==> src/rtl/alu_pkg.sv <==
// alu_pkg: shared definitions for the multi-cycle ALU slice.
//   - opcode constants (OP_ADD .. OP_ROLN); 0 and 13-15 are invalid
//   - FSM state encoding (ST_IDLE, ST_EXEC, ST_DONE)
//   - bit positions of the result flags inside the registered flag vector
package alu_pkg;

    localparam int OPCODE_W = 4;

    localparam logic [OPCODE_W-1:0] OP_ADD  = 4'd1;
    localparam logic [OPCODE_W-1:0] OP_ADC  = 4'd2;
    localparam logic [OPCODE_W-1:0] OP_SUB  = 4'd3;
    localparam logic [OPCODE_W-1:0] OP_INC  = 4'd4;
    localparam logic [OPCODE_W-1:0] OP_DEC  = 4'd5;
    localparam logic [OPCODE_W-1:0] OP_AND  = 4'd6;
    localparam logic [OPCODE_W-1:0] OP_NOT  = 4'd7;
    localparam logic [OPCODE_W-1:0] OP_ROR  = 4'd8;
    localparam logic [OPCODE_W-1:0] OP_ROL  = 4'd9;
    localparam logic [OPCODE_W-1:0] OP_MUL  = 4'd10;
    localparam logic [OPCODE_W-1:0] OP_RORN = 4'd11;
    localparam logic [OPCODE_W-1:0] OP_ROLN = 4'd12;

    typedef enum logic [1:0] {
        ST_IDLE = 2'd0,
        ST_EXEC = 2'd1,
        ST_DONE = 2'd2
    } state_t;

    localparam int FLAG_CARRY   = 0;
    localparam int FLAG_BORROW  = 1;
    localparam int FLAG_ZERO    = 2;
    localparam int FLAG_PARITY  = 3;
    localparam int FLAG_INVALID = 4;
    localparam int NUM_FLAGS    = 5;

endpackage

==> src/rtl/alu_mc_if.sv <==
// alu_mc_if: operand-issue and result-writeback handshakes of alu_mc.
//   Issue side  : in_valid/in_ready, A, B, Opcode, carry_in
//   Result side : out_valid/out_ready, Y, Y_hi, carry_out, borrow, zero,
//                 parity, invalid_Op
//   master = the environment (issue stage + writeback stage), slave = alu_mc.
interface alu_mc_if import alu_pkg::*; #(parameter int BUS_WIDTH = 8) ();

    logic                 in_valid;
    logic                 in_ready;
    logic [BUS_WIDTH-1:0] A;
    logic [BUS_WIDTH-1:0] B;
    logic [OPCODE_W-1:0]  Opcode;
    logic                 carry_in;

    logic                 out_valid;
    logic                 out_ready;
    logic [BUS_WIDTH-1:0] Y;
    logic [BUS_WIDTH-1:0] Y_hi;
    logic                 carry_out;
    logic                 borrow;
    logic                 zero;
    logic                 parity;
    logic                 invalid_Op;

    modport master (
        output in_valid, A, B, Opcode, carry_in, out_ready,
        input  in_ready, out_valid, Y, Y_hi, carry_out, borrow, zero, parity, invalid_Op
    );

    modport slave (
        input  in_valid, A, B, Opcode, carry_in, out_ready,
        output in_ready, out_valid, Y, Y_hi, carry_out, borrow, zero, parity, invalid_Op
    );

endinterface

==> src/rtl/alu_core.sv <==
// alu_core: purely combinational datapath for the single-cycle opcodes.
//   a, b, opcode, carry_in -> y, carry_out, borrow, invalid_op
//     (opcodes 1-9; MUL/RORN/ROLN give y=0 and are finished by alu_mc)
//   res_lo, res_hi         -> zero, parity of whatever result alu_mc is
//     about to register (so the multi-cycle results share the flag logic)
module alu_core import alu_pkg::*; #(
    parameter int BUS_WIDTH = 8
) (
    input  logic [BUS_WIDTH-1:0] a,
    input  logic [BUS_WIDTH-1:0] b,
    input  logic [OPCODE_W-1:0]  opcode,
    input  logic                 carry_in,
    input  logic [BUS_WIDTH-1:0] res_lo,
    input  logic [BUS_WIDTH-1:0] res_hi,
    output logic [BUS_WIDTH-1:0] y,
    output logic                 carry_out,
    output logic                 borrow,
    output logic                 invalid_op,
    output logic                 zero,
    output logic                 parity
);

    logic [BUS_WIDTH:0] sum;

    // Opcode decode; the extra sum bit is the carry for ADD/ADC/INC.
    always_comb begin
        y          = '0;
        carry_out  = 1'b0;
        borrow     = 1'b0;
        invalid_op = 1'b0;
        sum        = '0;
        case (opcode)
            OP_ADD: begin
                sum       = {1'b0, a} + {1'b0, b};
                y         = sum[BUS_WIDTH-1:0];
                carry_out = sum[BUS_WIDTH];
            end
            OP_ADC: begin
                sum       = {1'b0, a} + {1'b0, b} + {{BUS_WIDTH{1'b0}}, carry_in};
                y         = sum[BUS_WIDTH-1:0];
                carry_out = sum[BUS_WIDTH];
            end
            OP_SUB: begin
                y      = a - b;
                borrow = (a < b);
            end
            OP_INC: begin
                sum       = {1'b0, a} + {{BUS_WIDTH{1'b0}}, 1'b1};
                y         = sum[BUS_WIDTH-1:0];
                carry_out = sum[BUS_WIDTH];
            end
            OP_DEC: begin
                y      = a - {{(BUS_WIDTH-1){1'b0}}, 1'b1};
                borrow = (a == '0);
            end
            OP_AND:  y = a & b;
            OP_NOT:  y = ~a;
            OP_ROR:  y = {a[0], a[BUS_WIDTH-1:1]};
            OP_ROL:  y = {a[BUS_WIDTH-2:0], a[BUS_WIDTH-1]};
            OP_MUL, OP_RORN, OP_ROLN: ;
            default: invalid_op = 1'b1;
        endcase
    end

    assign zero   = ({res_hi, res_lo} == '0);
    assign parity = ^res_lo;

endmodule

==> src/rtl/alu_mc.sv <==
// alu_mc: multi-cycle ALU, one operation in flight.
//   clk, rst : rising-edge clock, synchronous active-high reset
//   bus      : alu_mc_if.slave (operand handshake in, result handshake out)
// Single-cycle opcodes come from alu_core and are registered on the
// accepting edge. MUL runs BUS_WIDTH shift-add steps, RORN/ROLN run
// (B mod BUS_WIDTH) one-bit rotate steps; the final step is written straight
// into the result registers. BUS_WIDTH must be a power of two, >= 2.
module alu_mc import alu_pkg::*; #(
    parameter int BUS_WIDTH = 8
) (
    input logic     clk,
    input logic     rst,
    alu_mc_if.slave bus
);

    localparam int SHW = $clog2(BUS_WIDTH);
    localparam int CW  = SHW + 1;

    state_t               state, next_state;
    logic [CW-1:0]        count;
    logic [OPCODE_W-1:0]  op_q;
    logic [BUS_WIDTH-1:0] mcand, mul_hi, mul_lo, rot;
    logic [BUS_WIDTH-1:0] y_q, y_hi_q;
    logic [NUM_FLAGS-1:0] flags_q;

    logic [BUS_WIDTH-1:0] core_y;
    logic                 core_carry, core_borrow, core_invalid, res_zero, res_parity;
    logic [BUS_WIDTH-1:0] wr_y, wr_y_hi;
    logic                 wr_carry, wr_borrow, wr_invalid, write_out;
    logic                 accept, is_rot_in, last_step;
    logic [SHW-1:0]       rot_n;
    logic [BUS_WIDTH:0]   mul_sum;
    logic [BUS_WIDTH-1:0] mul_hi_nx, mul_lo_nx, rot_nx;

    // Power-of-two width makes "B mod BUS_WIDTH" just the low bits of B.
    assign rot_n     = bus.B[SHW-1:0];
    assign accept    = bus.in_valid && (state == ST_IDLE);
    assign is_rot_in = (bus.Opcode == OP_RORN) || (bus.Opcode == OP_ROLN);
    assign last_step = (count == CW'(1));

    // One shift-add step: {mul_hi, mul_lo} is the partial product with the
    // unconsumed multiplier bits in the low half, shifted right each step.
    assign mul_sum   = {1'b0, mul_hi} + (mul_lo[0] ? {1'b0, mcand} : '0);
    assign mul_hi_nx = mul_sum[BUS_WIDTH:1];
    assign mul_lo_nx = {mul_sum[0], mul_lo[BUS_WIDTH-1:1]};
    assign rot_nx    = (op_q == OP_RORN) ? {rot[0], rot[BUS_WIDTH-1:1]}
                                         : {rot[BUS_WIDTH-2:0], rot[BUS_WIDTH-1]};

    alu_core #(.BUS_WIDTH(BUS_WIDTH)) u_core (
        .a          (bus.A),
        .b          (bus.B),
        .opcode     (bus.Opcode),
        .carry_in   (bus.carry_in),
        .res_lo     (wr_y),
        .res_hi     (wr_y_hi),
        .y          (core_y),
        .carry_out  (core_carry),
        .borrow     (core_borrow),
        .invalid_op (core_invalid),
        .zero       (res_zero),
        .parity     (res_parity)
    );

    // Next state plus the value to be written into the result registers.
    // A result is written either on the accepting edge (single-cycle ops and
    // zero-length rotates) or on the last EXEC step.
    always_comb begin
        next_state = state;
        write_out  = 1'b0;
        wr_y       = '0;
        wr_y_hi    = '0;
        wr_carry   = 1'b0;
        wr_borrow  = 1'b0;
        wr_invalid = 1'b0;
        case (state)
            ST_IDLE: begin
                if (accept) begin
                    if ((bus.Opcode == OP_MUL) || (is_rot_in && (rot_n != '0))) begin
                        next_state = ST_EXEC;
                    end else begin
                        next_state = ST_DONE;
                        write_out  = 1'b1;
                        if (is_rot_in) begin
                            wr_y = bus.A;
                        end else begin
                            wr_y       = core_y;
                            wr_carry   = core_carry;
                            wr_borrow  = core_borrow;
                            wr_invalid = core_invalid;
                        end
                    end
                end
            end
            ST_EXEC: begin
                if (last_step) begin
                    next_state = ST_DONE;
                    write_out  = 1'b1;
                    if (op_q == OP_MUL) begin
                        wr_y     = mul_lo_nx;
                        wr_y_hi  = mul_hi_nx;
                        wr_carry = (mul_hi_nx != '0);
                    end else begin
                        wr_y = rot_nx;
                    end
                end
            end
            ST_DONE: begin
                if (bus.out_ready) next_state = ST_IDLE;
            end
            default: next_state = ST_IDLE;
        endcase
    end

    // State, iteration registers and result registers. Operands are captured
    // on accept so later input changes cannot disturb an operation.
    always_ff @(posedge clk) begin
        if (rst) begin
            state   <= ST_IDLE;
            count   <= '0;
            op_q    <= '0;
            mcand   <= '0;
            mul_hi  <= '0;
            mul_lo  <= '0;
            rot     <= '0;
            y_q     <= '0;
            y_hi_q  <= '0;
            flags_q <= '0;
        end else begin
            state <= next_state;
            if (accept) begin
                op_q   <= bus.Opcode;
                mcand  <= bus.A;
                mul_hi <= '0;
                mul_lo <= bus.B;
                rot    <= bus.A;
                count  <= (bus.Opcode == OP_MUL) ? CW'(BUS_WIDTH) : {1'b0, rot_n};
            end else if (state == ST_EXEC) begin
                count  <= count - CW'(1);
                mul_hi <= mul_hi_nx;
                mul_lo <= mul_lo_nx;
                rot    <= rot_nx;
            end
            if (write_out) begin
                y_q                   <= wr_y;
                y_hi_q                <= wr_y_hi;
                flags_q[FLAG_CARRY]   <= wr_carry;
                flags_q[FLAG_BORROW]  <= wr_borrow;
                flags_q[FLAG_ZERO]    <= res_zero & ~wr_invalid;
                flags_q[FLAG_PARITY]  <= res_parity;
                flags_q[FLAG_INVALID] <= wr_invalid;
            end
        end
    end

    assign bus.in_ready   = (state == ST_IDLE);
    assign bus.out_valid  = (state == ST_DONE);
    assign bus.Y          = y_q;
    assign bus.Y_hi       = y_hi_q;
    assign bus.carry_out  = flags_q[FLAG_CARRY];
    assign bus.borrow     = flags_q[FLAG_BORROW];
    assign bus.zero       = flags_q[FLAG_ZERO];
    assign bus.parity     = flags_q[FLAG_PARITY];
    assign bus.invalid_Op = flags_q[FLAG_INVALID];

endmodule

==> src/flat_wrapper.sv <==
// flat-port wrapper written by rule: the top's interface ports become plain ports
module alu_mc_flat import alu_pkg::*;
#(
    parameter int BUS_WIDTH = 8
)
  (clk, rst, bus_in_valid, bus_A, bus_B, bus_Opcode, bus_carry_in, bus_out_ready, bus_in_ready, bus_out_valid, bus_Y, bus_Y_hi, bus_carry_out, bus_borrow, bus_zero, bus_parity, bus_invalid_Op);
  alu_mc_if #(.BUS_WIDTH(BUS_WIDTH)) bus_i ();
  input logic clk;
  input logic rst;
  input wire logic [$bits(bus_i.in_valid)-1:0] bus_in_valid;
  input wire logic [$bits(bus_i.A)-1:0] bus_A;
  input wire logic [$bits(bus_i.B)-1:0] bus_B;
  input wire logic [$bits(bus_i.Opcode)-1:0] bus_Opcode;
  input wire logic [$bits(bus_i.carry_in)-1:0] bus_carry_in;
  input wire logic [$bits(bus_i.out_ready)-1:0] bus_out_ready;
  output wire logic [$bits(bus_i.in_ready)-1:0] bus_in_ready;
  output wire logic [$bits(bus_i.out_valid)-1:0] bus_out_valid;
  output wire logic [$bits(bus_i.Y)-1:0] bus_Y;
  output wire logic [$bits(bus_i.Y_hi)-1:0] bus_Y_hi;
  output wire logic [$bits(bus_i.carry_out)-1:0] bus_carry_out;
  output wire logic [$bits(bus_i.borrow)-1:0] bus_borrow;
  output wire logic [$bits(bus_i.zero)-1:0] bus_zero;
  output wire logic [$bits(bus_i.parity)-1:0] bus_parity;
  output wire logic [$bits(bus_i.invalid_Op)-1:0] bus_invalid_Op;
  assign bus_i.in_valid = bus_in_valid;
  assign bus_i.A = bus_A;
  assign bus_i.B = bus_B;
  assign bus_i.Opcode = bus_Opcode;
  assign bus_i.carry_in = bus_carry_in;
  assign bus_i.out_ready = bus_out_ready;
  assign bus_in_ready = bus_i.in_ready;
  assign bus_out_valid = bus_i.out_valid;
  assign bus_Y = bus_i.Y;
  assign bus_Y_hi = bus_i.Y_hi;
  assign bus_carry_out = bus_i.carry_out;
  assign bus_borrow = bus_i.borrow;
  assign bus_zero = bus_i.zero;
  assign bus_parity = bus_i.parity;
  assign bus_invalid_Op = bus_i.invalid_Op;
  alu_mc #(.BUS_WIDTH(BUS_WIDTH)) u_core (.clk(clk), .rst(rst), .bus(bus_i));
endmodule
==> config.mk <==
export PLATFORM = sky130hd
export DESIGN_NAME = alu_mc_flat
export DESIGN_NICKNAME = d
export VERILOG_FILES = /design/src/rtl/alu_pkg.sv /design/src/rtl/alu_mc_if.sv /design/src/rtl/alu_core.sv /design/src/rtl/alu_mc.sv /design/src/flat_wrapper.sv
export SDC_FILE = /design/constraint.sdc
export NUM_CORES = 1
export LEC_CHECK = 0
export ABC_AREA = 0
export BUFFER_PORTS_ARGS = -buffer_cell sky130_fd_sc_hd__buf_4
export CORE_ASPECT_RATIO = 1.75
export CORE_UTILIZATION = 50
export CTS_CLUSTER_DIAMETER = 200
export DETAILED_ROUTE_END_ITERATION = 8
export PLACE_DENSITY = 0.74
export SYNTH_ARGS = -nofsm -noshare
export SYNTH_HDL_FRONTEND = slang
export SYNTH_HIERARCHICAL = 1
export SYNTH_SLANG_ARGS = --single-unit
==> constraint.sdc <==
create_clock -name clk -period 10.4 [get_ports clk]
set_input_delay 1.04 -clock clk [delete_from_list [all_inputs] [get_ports clk]]
set_output_delay 1.04 -clock clk [all_outputs]
set_load 0.01 [all_outputs]
Word-level counts from Yosys, hierarchy flattened
Index checks and enable logic that the tools add are counted.
{"block": "classes", "muxes": 45, "reduce_logical": 14, "order_cmp": 1, "addsub": 7, "n_eq_ne": 20, "n_bitwise": 4}
{"op": "$mux W8", "n": 14}
{"op": "$pmux W8 S9", "n": 1}
{"op": "$eq A4 B4 Y1 const B", "n": 7}
{"op": "$mux W1", "n": 17}
{"op": "$eq A4 B3 Y1 const B", "n": 4}
{"op": "$logic_not A16 Y1", "n": 1}
{"op": "$pmux W8 S2", "n": 1}
{"op": "$mux W4", "n": 3}
{"op": "$reduce_or A12 Y1", "n": 1}
{"op": "$add A8 B1 Y9 const B", "n": 1}
{"op": "$add A8 B8 Y9", "n": 1}
{"op": "$add A8 B9 Y9", "n": 1}
{"op": "$add A9 B1 Y9", "n": 1}
{"op": "$and A8 B8 Y8", "n": 1}
{"op": "$eq A4 B1 Y1 const B", "n": 2}
{"op": "$eq A4 B2 Y1 const B", "n": 2}
{"op": "$logic_not A8 Y1", "n": 1}
{"op": "$lt A8 B8 Y1", "n": 1}
{"op": "$mux W2", "n": 4}
{"op": "$not A8 Y8", "n": 1}
{"op": "$reduce_bool A8 Y1", "n": 1}
{"op": "$reduce_xor A8 Y1", "n": 1}
{"op": "$sub A8 B1 Y8 const B", "n": 1}
{"op": "$sub A8 B8 Y8", "n": 1}
{"op": "17 further kinds", "n": 22}
{"block": "word_totals", "in_bits": 25, "ff_bits": 63, "elab_cells": 101, "out_inout_bits": 23}

Depth between registers and ports, before layout
Gate-level depths: netlist of run 1.
{"block": "depth", "ltp_word": 9, "ltp_mapped": 22, "depth_no_buf": 21}

Hierarchy
The synthesis of run 1 kept the hierarchy.
{"mod": "alu_mc", "area_per_inst_um2": 3433.3, "seq_area_each_um2": 1261.2, "cells_each": 433, "instances": 1}
{"mod": "alu_core", "area_per_inst_um2": 1978.1, "seq_area_each_um2": 0.0, "cells_each": 285, "instances": 1}

Worst setup path after synthesis of run 1
Ideal clock, no wire load.
{"block": "synth_path", "kind": "input to register", "start": "input bus_A[0]", "end": "register u_core.flags_q[2]", "required_time_ns": 10.330, "setup_time_ns": 0.070, "path_slack_ns": 6.064, "t_arrival_ns": 4.266, "cell_stages": 21, "path_buffers": 1, "path_cell_list": "clkbuf_1 -> inv_1 -> ha_1 -> inv_1 -> fa_1 -> xor2_1 -> a22oi_1 -> o22ai_1 -> a22oi_1 -> nand2_1 -> nor3b_1 -> a31oi_1 -> o32a_1 -> inv_1 -> inv_1 -> ha_1 -> or4b_2 -> nor3_1 -> inv_1 -> a211o_1 -> a21oi_1"}
{"block": "synth_via", "elab_chain_len": 9, "elab_cells_between_ends": 14, "cone_classes": "5 x add/sub; 5 x mux; 3 x bitwise; 1 x reduce/logical"}
{"item": "start, declared", "line": "flat_wrapper.sv:11", "text": "input wire logic [$bits(bus_i.A)-1:0] bus_A;"}
{"item": "$add A8 B8 Y9", "line": "alu_core.sv:34, alu_core.sv:39"}
{"item": "$add A9 B1 Y9", "line": "alu_core.sv:39", "text": "sum = {1'b0, a} + {1'b0, b} + {{BUS_WIDTH{1'b0}}, carry_in};"}
{"item": "$pmux W8 S9 (*)", "line": "alu_core.sv:32", "text": "case (opcode)"}
{"item": "net u_core.core_y[2]", "line": "alu_mc.sv:26", "text": "logic [BUS_WIDTH-1:0] core_y;"}
{"item": "$mux W8 (*)", "line": "alu_mc.sv:83", "text": "if (is_rot_in) begin"}
{"item": "$mux W8 (*)", "line": "alu_mc.sv:78", "text": "if ((bus.Opcode == OP_MUL) || (is_rot_in && (rot_n != '0))) begin"}
{"item": "$mux W8 (*)", "line": "alu_mc.sv:77", "text": "if (accept) begin"}
{"item": "$pmux W8 S2 (*)", "line": "alu_mc.sv:75", "text": "case (state)"}
{"item": "net u_core.wr_y[2]", "line": "alu_mc.sv:28", "text": "logic [BUS_WIDTH-1:0] wr_y, wr_y_hi;"}
{"item": "$logic_not A16 Y1 (*)", "line": "alu_core.sv:65", "text": "assign zero = ({res_hi, res_lo} == '0);"}
{"item": "net u_core.res_zero", "line": "alu_mc.sv:27", "text": "logic core_carry, core_borrow, core_invalid, res_zero, res_parity;"}
{"item": "$and A1 B1 Y1 (*)", "line": "alu_mc.sv:148", "text": "flags_q[FLAG_ZERO] <= res_zero & ~wr_invalid;"}
{"item": "end signal, assigned by index", "line": "alu_mc.sv:148"}
{"item": "end signal, assigned by index", "line": "alu_mc.sv:149", "text": "flags_q[FLAG_PARITY] <= res_parity;"}
{"item": "end signal, assigned by index", "line": "alu_mc.sv:150", "text": "flags_q[FLAG_INVALID] <= wr_invalid;"}
{"item": "end, declared", "line": "alu_mc.sv:24", "text": "logic [NUM_FLAGS-1:0] flags_q;"}
The timed path passes the listed nets; every way through them passes the cells marked *.
A chain may end at the register's enable or synchronous reset.

Final worst setup path of run 1
Ends and elaborated chain as after synthesis.

==> results.sh, run 1 <==
export IMPL_n_antenna_cell=0
export IMPL_synth_edf_count=0
export IMPL_placementRows=49
export IMPL_maxCapViolations=0
export IMPL_gp_congestion=0.983
export IMPL_dieWidth_um=80.6
export IMPL_most_common_cell_after_layout_fill_and_taps_aside="nand2_1"
export IMPL_cts_setup_buffers=0
export IMPL_timing_critical_path_fanout_max=13
export IMPL_synthesis_instances=718
export IMPL_sw_share_pct=30.9
export IMPL_r2r_slack_ns=6.78
export IMPL_maximum_number_of_pins_on_one_net_before_global_route_repair=59
export IMPL_cts_made_buffers=9
export IMPL_p_comb_share_pct=26.2
export IMPL_worstHoldStart="u_core/mcand[7]"
export IMPL_global_route_wire_length_before_repair_um=26900
export IMPL_clock_insertion_delay_worst_skew_ns=0.33
export IMPL_timing_hold_ws_ns=0.453
export IMPL_final_critical_path_required_period_ns=4.82
export IMPL_post_synth_instance_area_mm2=0.00541
export IMPL_synth_flop_cell="dfxtp_1"
export IMPL_netlist_cell_type_count=74
export IMPL_ys_seq_elements=63
export IMPL_critical_path_reg2reg_endpoint="u_core/flags_q[2]"
export IMPL_drt_vias_per_instance=6.43
export IMPL_worstSetupPathType="input pin to flip-flop"
export IMPL_power_share_sequential_pct=33.9
export IMPL_post_cts_resized_instances=0
export IMPL_cts_htree_levels=3
export IMPL_setup_viol_count_final=0
export IMPL_synth_fp_nets=781
export IMPL_drt_pre_antenna_iters=6
export IMPL_yosysWarningCount=6
export IMPL_grt_total_usage_pct=31.6
export IMPL_hp_class="flip-flop to flip-flop"
export IMPL_die_area_mm2=0.0113
export IMPL_dr_total_vias=5543
export IMPL_synth_avg_cell_area_um2=7.54
export IMPL_fp_dieH_um=140
export IMPL_final_net_count=794
export IMPL_post_synthesis_sequential_area_ratio_pct=23.3
export IMPL_report_final_slew_viol_count=0
export IMPL_peakVddDrop_mv=0.128
export IMPL_avgRoutedWirePerCell_um=20.6
export IMPL_cts_tree="done"
export IMPL_synthArstFlopShare_pct=0
export IMPL_number_of_global_route_vias_before_repair=5147
export IMPL_detail_route_wirelength_um=17700
export IMPL_reg2reg_from="u_core/mul_lo[0]"
export IMPL_category_of_the_worst_setup_path_capture_point="flip-flop"
export IMPL_power_leakage_nw=2.39
export IMPL_intPower_uw=552
export IMPL_timing_final_hold_violations=0
export IMPL_clk_pin_slew_ns=0.05
export IMPL_max_clock_freq_ghz=0.208
export IMPL_timing_critical_path_required_ns=10.66
export IMPL_pwr_density_cell_mw_per_mm2=133
export IMPL_timing_worst_slew_pin_value_ns=1.05
export IMPL_reg2regPathDepth=13
export IMPL_timing_critical_path_from="bus_A[0]"
export IMPL_num_io_pins=48
export IMPL_grt_overflow_total=0
export IMPL_detail_route_drc_violations=0
export IMPL_cts_num_sinks=63
export IMPL_clock_tree_skew_after_final_layout_ns=0.00423
export IMPL_route_antenna_remaining_nets=0
export IMPL_grt_setup_unrepaired="no"
export IMPL_layout_drive_gt1_share_pct=11.2
export IMPL_timing_setup_tns_ns=0
export IMPL_most_common_layout_cells="nand2_1, nor2_1, dfxtp_1"
export IMPL_clockPowerShare_pct=39.9
export IMPL_startpoint_type="input pin"
export IMPL_design_core_area_mm2=0.0104
export IMPL_run_status="completed"
export IMPL_max_slew_margin_rel_pct=29.4
export IMPL_cts_buffer_depth=2
export IMPL_arrival_time_worst_endpoint_ns=5.08
export IMPL_filler_cell_count=995
export IMPL_dpl_hpwl_um=13000
export IMPL_timing_final_crit_share_pct=46.3
export IMPL_port_buffers=47
export IMPL_total_switching_power_uw=246
export IMPL_layout_area_overhead_vs_synth_pct=10.8
export IMPL_worst_setup_path_endpoint="u_core/flags_q[2]"
export IMPL_clockRootBuffer="clkbuf_16"
export IMPL_post_cts_hold_buffer_count=0
export IMPL_initialDrtViolationCount=391
export IMPL_initial_utilization_pct=51.9
export IMPL_grt_antenna_before_repair=0
[area by class of cell]
class                      instances  area (µm²)  area share [%]
clock inverter                     4        70.1            1.17
inverter                          42         158            2.63
tap                              127         159            2.65
clock buffer                      11         243            4.05
timing repair buffer              50         375            6.26
sequential                        63        1260            21.0
multi-input combinational        565        3730            62.2
[worst min-delay path by stage]
stage,end,cells after the start
after floorplan,u_core/mcand[0],2
after global placement,u_core/mcand[3],2
after detailed placement,u_core/mcand[1],2
after CTS,u_core/mcand[7],2
after global routing,u_core/mcand[1],2
final,u_core/mcand[7],2
[through the flow]
stage / util [%] / power [mW] / instance area [µm²] / cells / setup slack, ns
2_1_floorplan: - / 0.421 / 5410 / 718 / 6.06
6_report: 57.6 / 0.799 / 6000 / 862 / 5.58
4_1_cts: 57.6 / 0.797 / 6000 / 862 / 5.67
5_1_grt: 57.6 / 0.830 / 6000 / 862 / 5.41
3_3_place_gp: 54.5 / 0.475 / 5690 / 847 / 5.37
3_5_place_dp: 54.5 / 0.478 / 5690 / 847 / 5.33
[synthesized netlist by cell type, types with 6 or more instances]
cell type,n,area (µm²)
nand2_1,91,342
nor2_1,67,251
dfxtp_1,63,1260
a21oi_1,56,280
inv_1,42,158
ha_1,35,438
clkbuf_1,30,113
a211oi_1,20,150
nor2b_1,18,113
a22oi_1,17,128
o21ai_0,17,85.1
xnor2_1,16,140
a221oi_1,15,131
nor3_1,15,75.1
a31oi_1,13,81.3
nor3b_1,13,97.6
and2_1,12,75.1
mux2i_1,11,110
nand3_1,11,55.1
nand2b_1,10,62.6
o32a_1,10,100
nand3b_1,9,67.6
buf_6,8,90.1
o22ai_1,8,50.1
xor2_1,8,70.1
o31ai_1,6,45.0
[power by group through the flow]
stage | clock network [mW] | registers (mW) | logic, mW
floorplan | 0 | 0.271 | 0.149
global placement | 0 | 0.275 | 0.201
detailed placement | 0 | 0.275 | 0.204
CTS | 0.322 | 0.270 | 0.205
global route | 0.332 | 0.272 | 0.225
finish | 0.319 | 0.271 | 0.210
[critical path: stages]
cell,delay (ns)
buf_4,0.18
ha_1,0.22
inv_1,0.08
fa_1,0.44
xor2_1,0.40
xnor2_1,0.18
o32ai_1,0.13
a21oi_1,0.22
nand2_1,0.10
nor3b_1,0.15
a31oi_1,0.22
o32a_1,0.27
inv_1,0.06
inv_1,0.05
ha_1,0.15
or4b_2,0.59
nor3_1,0.19
inv_1,0.06
a211o_1,0.22
a21oi_1,0.13
[cells by family after synthesis]
| logic type | share of synthesized area [%] |
|---|---|
| AOI/OAI and AO/OA | 26.7 |
| xor gates and xnor gates | 3.88 |
| buffers and inverters | 7.82 |
| muxes | 2.03 |
| and+or+nand+nor | 27.1 |
| adders and majority gates | 9.20 |
| DFF | 23.3 |
[state kept, by name (all words and copies together), names as in the netlist]
register,flops
u_core/bus.Y_hi,8
u_core/flags_q,5
u_core/rot,8
u_core/bus.Y,8
u_core/state,2
u_core/op_q,4
u_core/mcand,8
u_core/mul_hi,8
u_core/mul_lo,8
u_core/count,4
[routing by layer]
layer	wire, µm	GRT usage, %	vias up
met5	0	0	-
met4	1020	18.9	0
met3	971	4.20	60
met2	9180	56.6	247
met1	6580	34.1	2609
li1	-	-	2627
(Power assumes the default switching activity.)
==> run 2, diff against run 1 <==
- ABC_AREA: 0 -> 1
- clock period: 10.4 -> 4.65 ns (I/O delays scaled with it)
==> run 2 against run 1 <==
  * Final area rose by 0.94%
  * Register-to-register slack got worse by 5.0 ns
  * Wire length fell by 5.8%
  * Synthesized area rose by 0.35%
  * Highest routed layer unchanged
==> results.sh, run 2 <==
export IMPL_run_status="completed"
export IMPL_top_usage_layer="met2"
export IMPL_initialDrtViolationCount=406
export IMPL_global_route_wire_length_before_repair_um=26700
export IMPL_timing_hold_worst_path_depth=3
export IMPL_ys_seq_elements=63
export IMPL_setup_viol_count_final=0
export IMPL_placementRows=50
export IMPL_synth_cells_most_frequent="nand2_1, inv_1, nor2_1"
export IMPL_synthArstFlopShare_pct=0
export IMPL_most_common_cell_after_layout_fill_and_taps_aside="nand2_1"
export IMPL_port_buffers=47
export IMPL_layout_drive_gt1_share_pct=15.3
export IMPL_synthesis_instances=839
export IMPL_clock_insertion_delay_worst_skew_ns=0.33
export IMPL_cts_num_sinks=63
export IMPL_yosysWarningCount=6
export IMPL_worstPathCellList="buf_4 > ha_1 > inv_1 > fa_1 > inv_1 > ha_1 > inv_1 > nor2_4 > nand3_4 > o21ai_0 > nand3_1 > nand3_1 > nand2_1 > nand2_1 > nand2_1 > nand2_1 > inv_1 > ha_1 > xnor2_1 > xnor2_1 > nor2_1 > nor2_1"
export IMPL_grt_antenna_before_repair=0
export IMPL_sequential_cell_area_mm2=0.00126
export IMPL_worstSetupPathType="input pin to flip-flop"
export IMPL_netlist_cell_type_count=51
export IMPL_layout_area_overhead_vs_synth_pct=11.5
export IMPL_hp_class="input pin to flip-flop"
export IMPL_design_area_mm2=0.00605
export IMPL_timing_setup_tns_ns=0
export IMPL_clockRootBuffer="clkbuf_16"
export IMPL_grt_overflow_total=0
export IMPL_dr_total_vias=5636
export IMPL_final_net_count=935
export IMPL_post_cts_resized_instances=0
export IMPL_pwr_density_cell_mw_per_mm2=288
export IMPL_fp_dieH_um=140
export IMPL_post_synth_instance_area_mm2=0.00543
export IMPL_timing_critical_path_required_ns=4.88
export IMPL_detail_route_wirelength_um=16700
export IMPL_max_slew_margin_rel_pct=30.6
export IMPL_drt_vias_per_instance=5.60
export IMPL_dieWidth_um=80.8
export IMPL_drt_pre_antenna_iters=5
export IMPL_clk_pin_slew_ns=0.06
export IMPL_grt_total_usage_pct=31.5
export IMPL_grt_setup_unrepaired="no"
export IMPL_cts_buffer_depth=2
export IMPL_avgRoutedWirePerCell_um=16.6
export IMPL_report_final_slew_viol_count=0
export IMPL_arrival_time_worst_endpoint_ns=3.31
export IMPL_route_antenna_remaining_nets=0
export IMPL_worst_path_largest_cell_delay_ns=0.41
export IMPL_cts_setup_buffers=0
export IMPL_synth_top_cell_area_share_pct=23.2
export IMPL_post_synthesis_sequential_area_ratio_pct=23.2
export IMPL_synth_flop_cell="dfxtp_1"
export IMPL_dpl_hpwl_um=13000
export IMPL_gp_congestion=0.993
export IMPL_detail_route_drc_violations=0
export IMPL_maxCapViolations=0
export IMPL_synthTopCellsByArea="dfxtp_1, nand2_1, inv_1"
export IMPL_synth_edf_count=0
export IMPL_timing_final_crit_share_pct=66.4
export IMPL_cts_tree="done"
export IMPL_startpoint_type="input pin"
export IMPL_cts_htree_levels=3
export IMPL_final_critical_path_required_period_ns=3.09
export IMPL_number_of_global_route_vias_before_repair=5422
export IMPL_power_leakage_nw=3.00
export IMPL_max_clock_freq_ghz=0.324
export IMPL_category_of_the_worst_setup_path_capture_point="flip-flop"
export IMPL_maximum_number_of_pins_on_one_net_before_global_route_repair=35
export IMPL_global_route_usage_met3_pct=4.26
export IMPL_critical_path_slowest_cell="fa_1"
export IMPL_filler_cell_count=1089
export IMPL_post_synth_top_count_cell="nand2_1"
export IMPL_timing_worst_slew_pin_value_ns=1.04
export IMPL_die_area_mm2=0.0113
export IMPL_clock_tree_skew_after_final_layout_ns=0.00625
export IMPL_timing_final_hold_violations=0
export IMPL_most_common_layout_cells="nand2_1, inv_1, nor2_1"
export IMPL_most_area_hungry_cell_type_in_the_yosys_netlist="dfxtp_1"
export IMPL_design_core_area_mm2=0.0106
export IMPL_post_cts_hold_buffer_count=0
export IMPL_grt_met2_usage_pct=56.4
export IMPL_timing_critical_path_fanout_max=7
export IMPL_post_dp_cell_area_mm2=0.00576
export IMPL_reg2regPathDepth=17
export IMPL_synth_avg_cell_area_um2=6.47
export IMPL_initial_utilization_pct=51.1
export IMPL_synth_fp_nets=902
export IMPL_peakVddDrop_mv=0.244
export IMPL_multiInputGateArea_mm2=0.00345
export IMPL_cts_made_buffers=9
export IMPL_grt_util_met1_pct=30.6
export IMPL_n_antenna_cell=0
export IMPL_num_io_pins=48
## run 2: layout make-up
type / instances / area share, %
sequential: 63 / 20.8
inverter: 138 / 8.68
multi-input combinational: 612 / 56.9
timing repair buffer: 48 / 5.95
clock inverter: 6 / 1.16
clock buffer: 10 / 3.78
tap: 130 / 2.69
## run 2: routing by layer
layer	routed length, µm	vias to the layer above
met1	5890	2560
met5	0	-
met4	1440	0
li1	-	2800
met2	8840	190
met3	553	86
## run 2: kinds of logic (layout without fill, tap and decap cells)
| logic type | Yosys count | after routing | synth area share [%] |
|---|---|---|---|
| compound gates | 152 | 152 | 17.3 |
| simple gates | 411 | 411 | 35.0 |
| fa+ha+maj | 38 | 38 | 9.17 |
| flops | 63 | 63 | 23.2 |
| xor+xnor | 11 | 11 | 1.91 |
| buf+inv | 164 | 202 | 13.3 |
## run 2: path summary, 6_finish.rpt
check               startpoint                end  slack [ns]
max                   bus_A[0]  u_core/flags_q[3]        1.56
min              bus_Opcode[2]     u_core/op_q[2]        0.42
max reg2reg   u_core/mul_lo[0]  u_core/flags_q[2]        1.78
min reg2reg  u_core/flags_q[4]  u_core/flags_q[4]        0.46
## run 2: critical path: cells and delay by family
kind                       cells  cell delay [ns]
adders and majority gates      4             1.07
and+or+nand+nor               10             0.85
buffers and inverters          5             0.46
xor gates and xnor gates       2             0.28
AOI/OAI and AO/OA              1             0.15
## run 2: power by group
part | switching, mW | internal, mW
sequential | 0.0288 | 0.580
combinational | 0.300 | 0.162
clock | 0.256 | 0.417
total | 0.584 | 1.16
## run 2: stage by stage
| step | util [%] | hold WS [ns] | power [mW] | setup WS (ns) | cells |
|---|---|---|---|---|---|
| after global routing | 56.9 | 0.445 | 1.83 | 1.32 | 1007 |
| after global placement | 54.1 | 0.442 | 1.07 | 1.31 | 991 |
| after CTS | 56.9 | 0.411 | 1.74 | 1.59 | 1007 |
| after floorplan | - | 0.430 | 0.945 | 1.66 | 839 |
| after detailed placement | 54.1 | 0.457 | 1.07 | 1.25 | 991 |
| final | 56.9 | 0.422 | 1.74 | 1.56 | 1007 |
==> run 3, diff against run 2 <==
- PLACE_DENSITY: 0.74 -> 0.76
- clock period: 4.65 -> 2.7 ns (I/O delays scaled with it)
==> run 3 against run 2 <==
  * Hold slack worse by 0.19 ns
  * Clock skew is 0.0021 ns lower
  * Worst setup slack lost 1.6 ns
  * The run now ends with setup timing left
  * Critical path depth down 2
  * Count of clock-buffer cells in the layout is 1 lower
  * Combinational power increased by 110%
  * Sequential power increased by 72%
  * Critical path type unchanged
  * Utilization increased by 6.9 points
  * First-iteration DRC count grew 7.1%
==> results.sh, run 3 (synthesis results as in run 2) <==
export IMPL_run_status="complete, but fails checks"
export IMPL_violations="setup timing"
export IMPL_setup_viol_count_final=1
export IMPL_clockRootBuffer="clkbuf_16"
export IMPL_grt_util_met1_pct=29.7
export IMPL_final_critical_path_required_period_ns=2.77
export IMPL_worstPathCellList="buf_8 > ha_4 > inv_4 > fa_2 > inv_4 > ha_4 > a221oi_2 > nand3_1 > nand2_1 > nand2_1 > nand2_1 > nand2_2 > inv_2 > ha_4 > inv_2 > nor2_2 > nand4_1 > nor4_2 > nand3_2 > a21oi_2"
export IMPL_filler_cell_count=1005
export IMPL_timing_hold_ws_ns=0.235
export IMPL_cp_top_family="adder cells"
export IMPL_global_route_wire_length_before_repair_um=27200
export IMPL_holdPathEnd="u_core/op_q[2]"
export IMPL_most_common_cell_after_layout_fill_and_taps_aside="nand2_1"
export IMPL_detail_route_wirelength_um=17600
export IMPL_fp_dieH_um=140
export IMPL_max_slew_margin_rel_pct=50.8
export IMPL_timing_critical_path_required_ns=2.96
export IMPL_gp_congestion=0.979
export IMPL_category_of_the_worst_setup_path_capture_point="flip-flop"
export IMPL_number_of_global_route_vias_before_repair=5772
export IMPL_placementRows=50
export IMPL_critical_path_buf_inv_count=5
export IMPL_critical_path_slowest_cell="fa_2"
export IMPL_clock_tree_skew_after_final_layout_ns=0.00416
export IMPL_sequential_cell_area_mm2=0.00126
export IMPL_max_clock_freq_ghz=0.361
export IMPL_maximum_number_of_pins_on_one_net_before_global_route_repair=35
export IMPL_top_usage_layer="met2"
export IMPL_grt_met2_usage_pct=59.2
export IMPL_timing_setup_tns_ns=-0.0697
export IMPL_arrival_time_worst_endpoint_ns=3.03
export IMPL_die_area_mm2=0.0113
export IMPL_cts_htree_levels=3
export IMPL_clk_pin_slew_ns=0.05
export IMPL_dr_total_vias=6024
export IMPL_avgRoutedWirePerCell_um=16.1
export IMPL_cts_buffer_depth=2
export IMPL_startpoint_type="input pin"
export IMPL_maxCapViolations=0
export IMPL_worstSetupPathType="input pin to flip-flop"
export IMPL_drt_vias_per_instance=5.53
export IMPL_r2r_slack_ns=0.04
export IMPL_grt_antenna_before_repair=0
export IMPL_timing_final_hold_violations=0
export IMPL_most_common_layout_cells="nand2_1, buf_4, inv_1"
export IMPL_power_leakage_nw=3.42
export IMPL_timing_hold_worst_path_depth=3
export IMPL_cp_depth=20
export IMPL_clock_insertion_delay_worst_skew_ns=0.33
export IMPL_fin_ws_ns=-0.0697
export IMPL_cts_tree="done"
export IMPL_dpl_hpwl_um=13600
export IMPL_route_antenna_remaining_nets=0
export IMPL_post_cts_hold_buffer_count=0
export IMPL_initialDrtViolationCount=435
export IMPL_layoutNonFillerInstCount=1090
export IMPL_timing_final_crit_share_pct=103
export IMPL_worstHoldStart="bus_Opcode[2]"
export IMPL_grt_total_usage_pct=31.8
export IMPL_worst_path_largest_cell_delay_ns=0.59
export IMPL_layout_area_overhead_vs_synth_pct=25.0
export IMPL_hp_class="input pin to flip-flop"
export IMPL_initial_utilization_pct=51.1
export IMPL_n_antenna_cell=0
export IMPL_dieWidth_um=80.8
export IMPL_detail_route_drc_violations=0
export IMPL_cts_num_sinks=63
export IMPL_critical_path_reg2reg_endpoint="u_core/flags_q[2]"
export IMPL_post_place_ws_ns=-0.369
export IMPL_report_final_slew_viol_count=0
export IMPL_num_io_pins=48
export IMPL_multiInputGateArea_mm2=0.00357
export IMPL_timing_worst_slew_pin_value_ns=0.736
export IMPL_peakVddDrop_mv=0.349
export IMPL_layout_drive_gt1_share_pct=25.5
export IMPL_design_core_area_mm2=0.0106
export IMPL_pwr_density_cell_mw_per_mm2=446
export IMPL_grt_setup_unrepaired="yes"
export IMPL_drt_pre_antenna_iters=6
export IMPL_cts_made_buffers=9
export IMPL_reg2reg_from="u_core/mul_lo[0]"
export IMPL_port_buffers=47
export IMPL_grt_overflow_total=0
export IMPL_final_net_count=1020
export IMPL_global_route_usage_met3_pct=3.41
export IMPL_timing_critical_path_fanout_max=3
export IMPL_dpl_cell_count=1072
export IMPL_reg2regPathDepth=17
## run 3: cell types whose count changed in the layout (fill, tap and decap cells not counted), moves of 3 or more
cell and change:
clkinv_2 +4, ha_1 -7, fa_1 -3, fa_2 +3
ha_4 +5, inv_1 -9, inv_2 +7, buf_4 +83
## run 3: repair_timing
action / 4_1_cts / 5_1_grt
resized for setup: 2 / 31
setup endpoints to repair: 2 / 2
setup buffers: 0 / 4
pin swaps: 3 / 21
hold endpoints to repair: 0 / 0
## run 3: final cells by class
cell class | instances | share of cell area (%)
Multi-Input combinational cell | 612 | 52.5
Inverter | 138 | 7.82
Tap cell | 130 | 2.40
Timing Repair Buffer | 133 | 14.9
Sequential cell | 63 | 18.6
Clock inverter | 5 | 0.406
Clock buffer | 9 | 3.32
## run 3: layer usage
metal / wire length [µm] / vias to the layer above
met2: 9280 / 250
met1: 6010 / 2713
met5: 0 / -
met3: 650 / 97
met4: 1650 / 0
li1: - / 2964
## run 3: stage by stage
stage                     instance area (µm²)  util [%]  power (mW)
final                                    6790      63.8        3.03
after CTS                                6640      62.4        2.98
after global routing                     6790      63.8        3.17
after detailed placement                 6380      60.0        1.98
after global placement                   6380      60.0        1.96
after floorplan                          5450         -        1.63
## run 3: worst reg2reg max path, stage by stage, from the launching register on
cell     delay (ns)
dfxtp_1        0.31
nand2_1        0.06
inv_1          0.06
ha_1           0.23
fa_2           0.38
nand2_1        0.11
nand2_1        0.06
nand3_1        0.09
nand2_1        0.06
nand2_1        0.06
nand2_1        0.12
nand2_4        0.10
inv_1          0.05
nor4_2         0.22
nand4_1        0.19
nor4_2         0.27
nand3_2        0.10
a21oi_2        0.14
## run 3: worst max path at each step
stage | startpoint | to | slack (ns)
6_report | bus_B[0] | u_core/flags_q[2] | -0.07
5_1_grt | bus_B[0] | u_core/flags_q[2] | -0.19
3_5_place_dp | bus_A[0] | u_core/flags_q[2] | -0.37
3_3_place_gp | bus_A[0] | u_core/flags_q[2] | -0.32
2_1_floorplan | bus_A[0] | u_core/flags_q[3] | 0.004
4_1_cts | bus_A[0] | u_core/flags_q[3] | 0.007
## run 3: report_power, final
| group | total, mW | leakage [nW] | internal (mW) | switching, mW |
|---|---|---|---|---|
| logic | 0.981 | 2.77 | 0.408 | 0.573 |
| registers | 1.05 | 0.516 | 1.00 | 0.0475 |
| clock network | 1.00 | 0.127 | 0.602 | 0.398 |
| total | 3.03 | 3.42 | 2.01 | 1.02 |
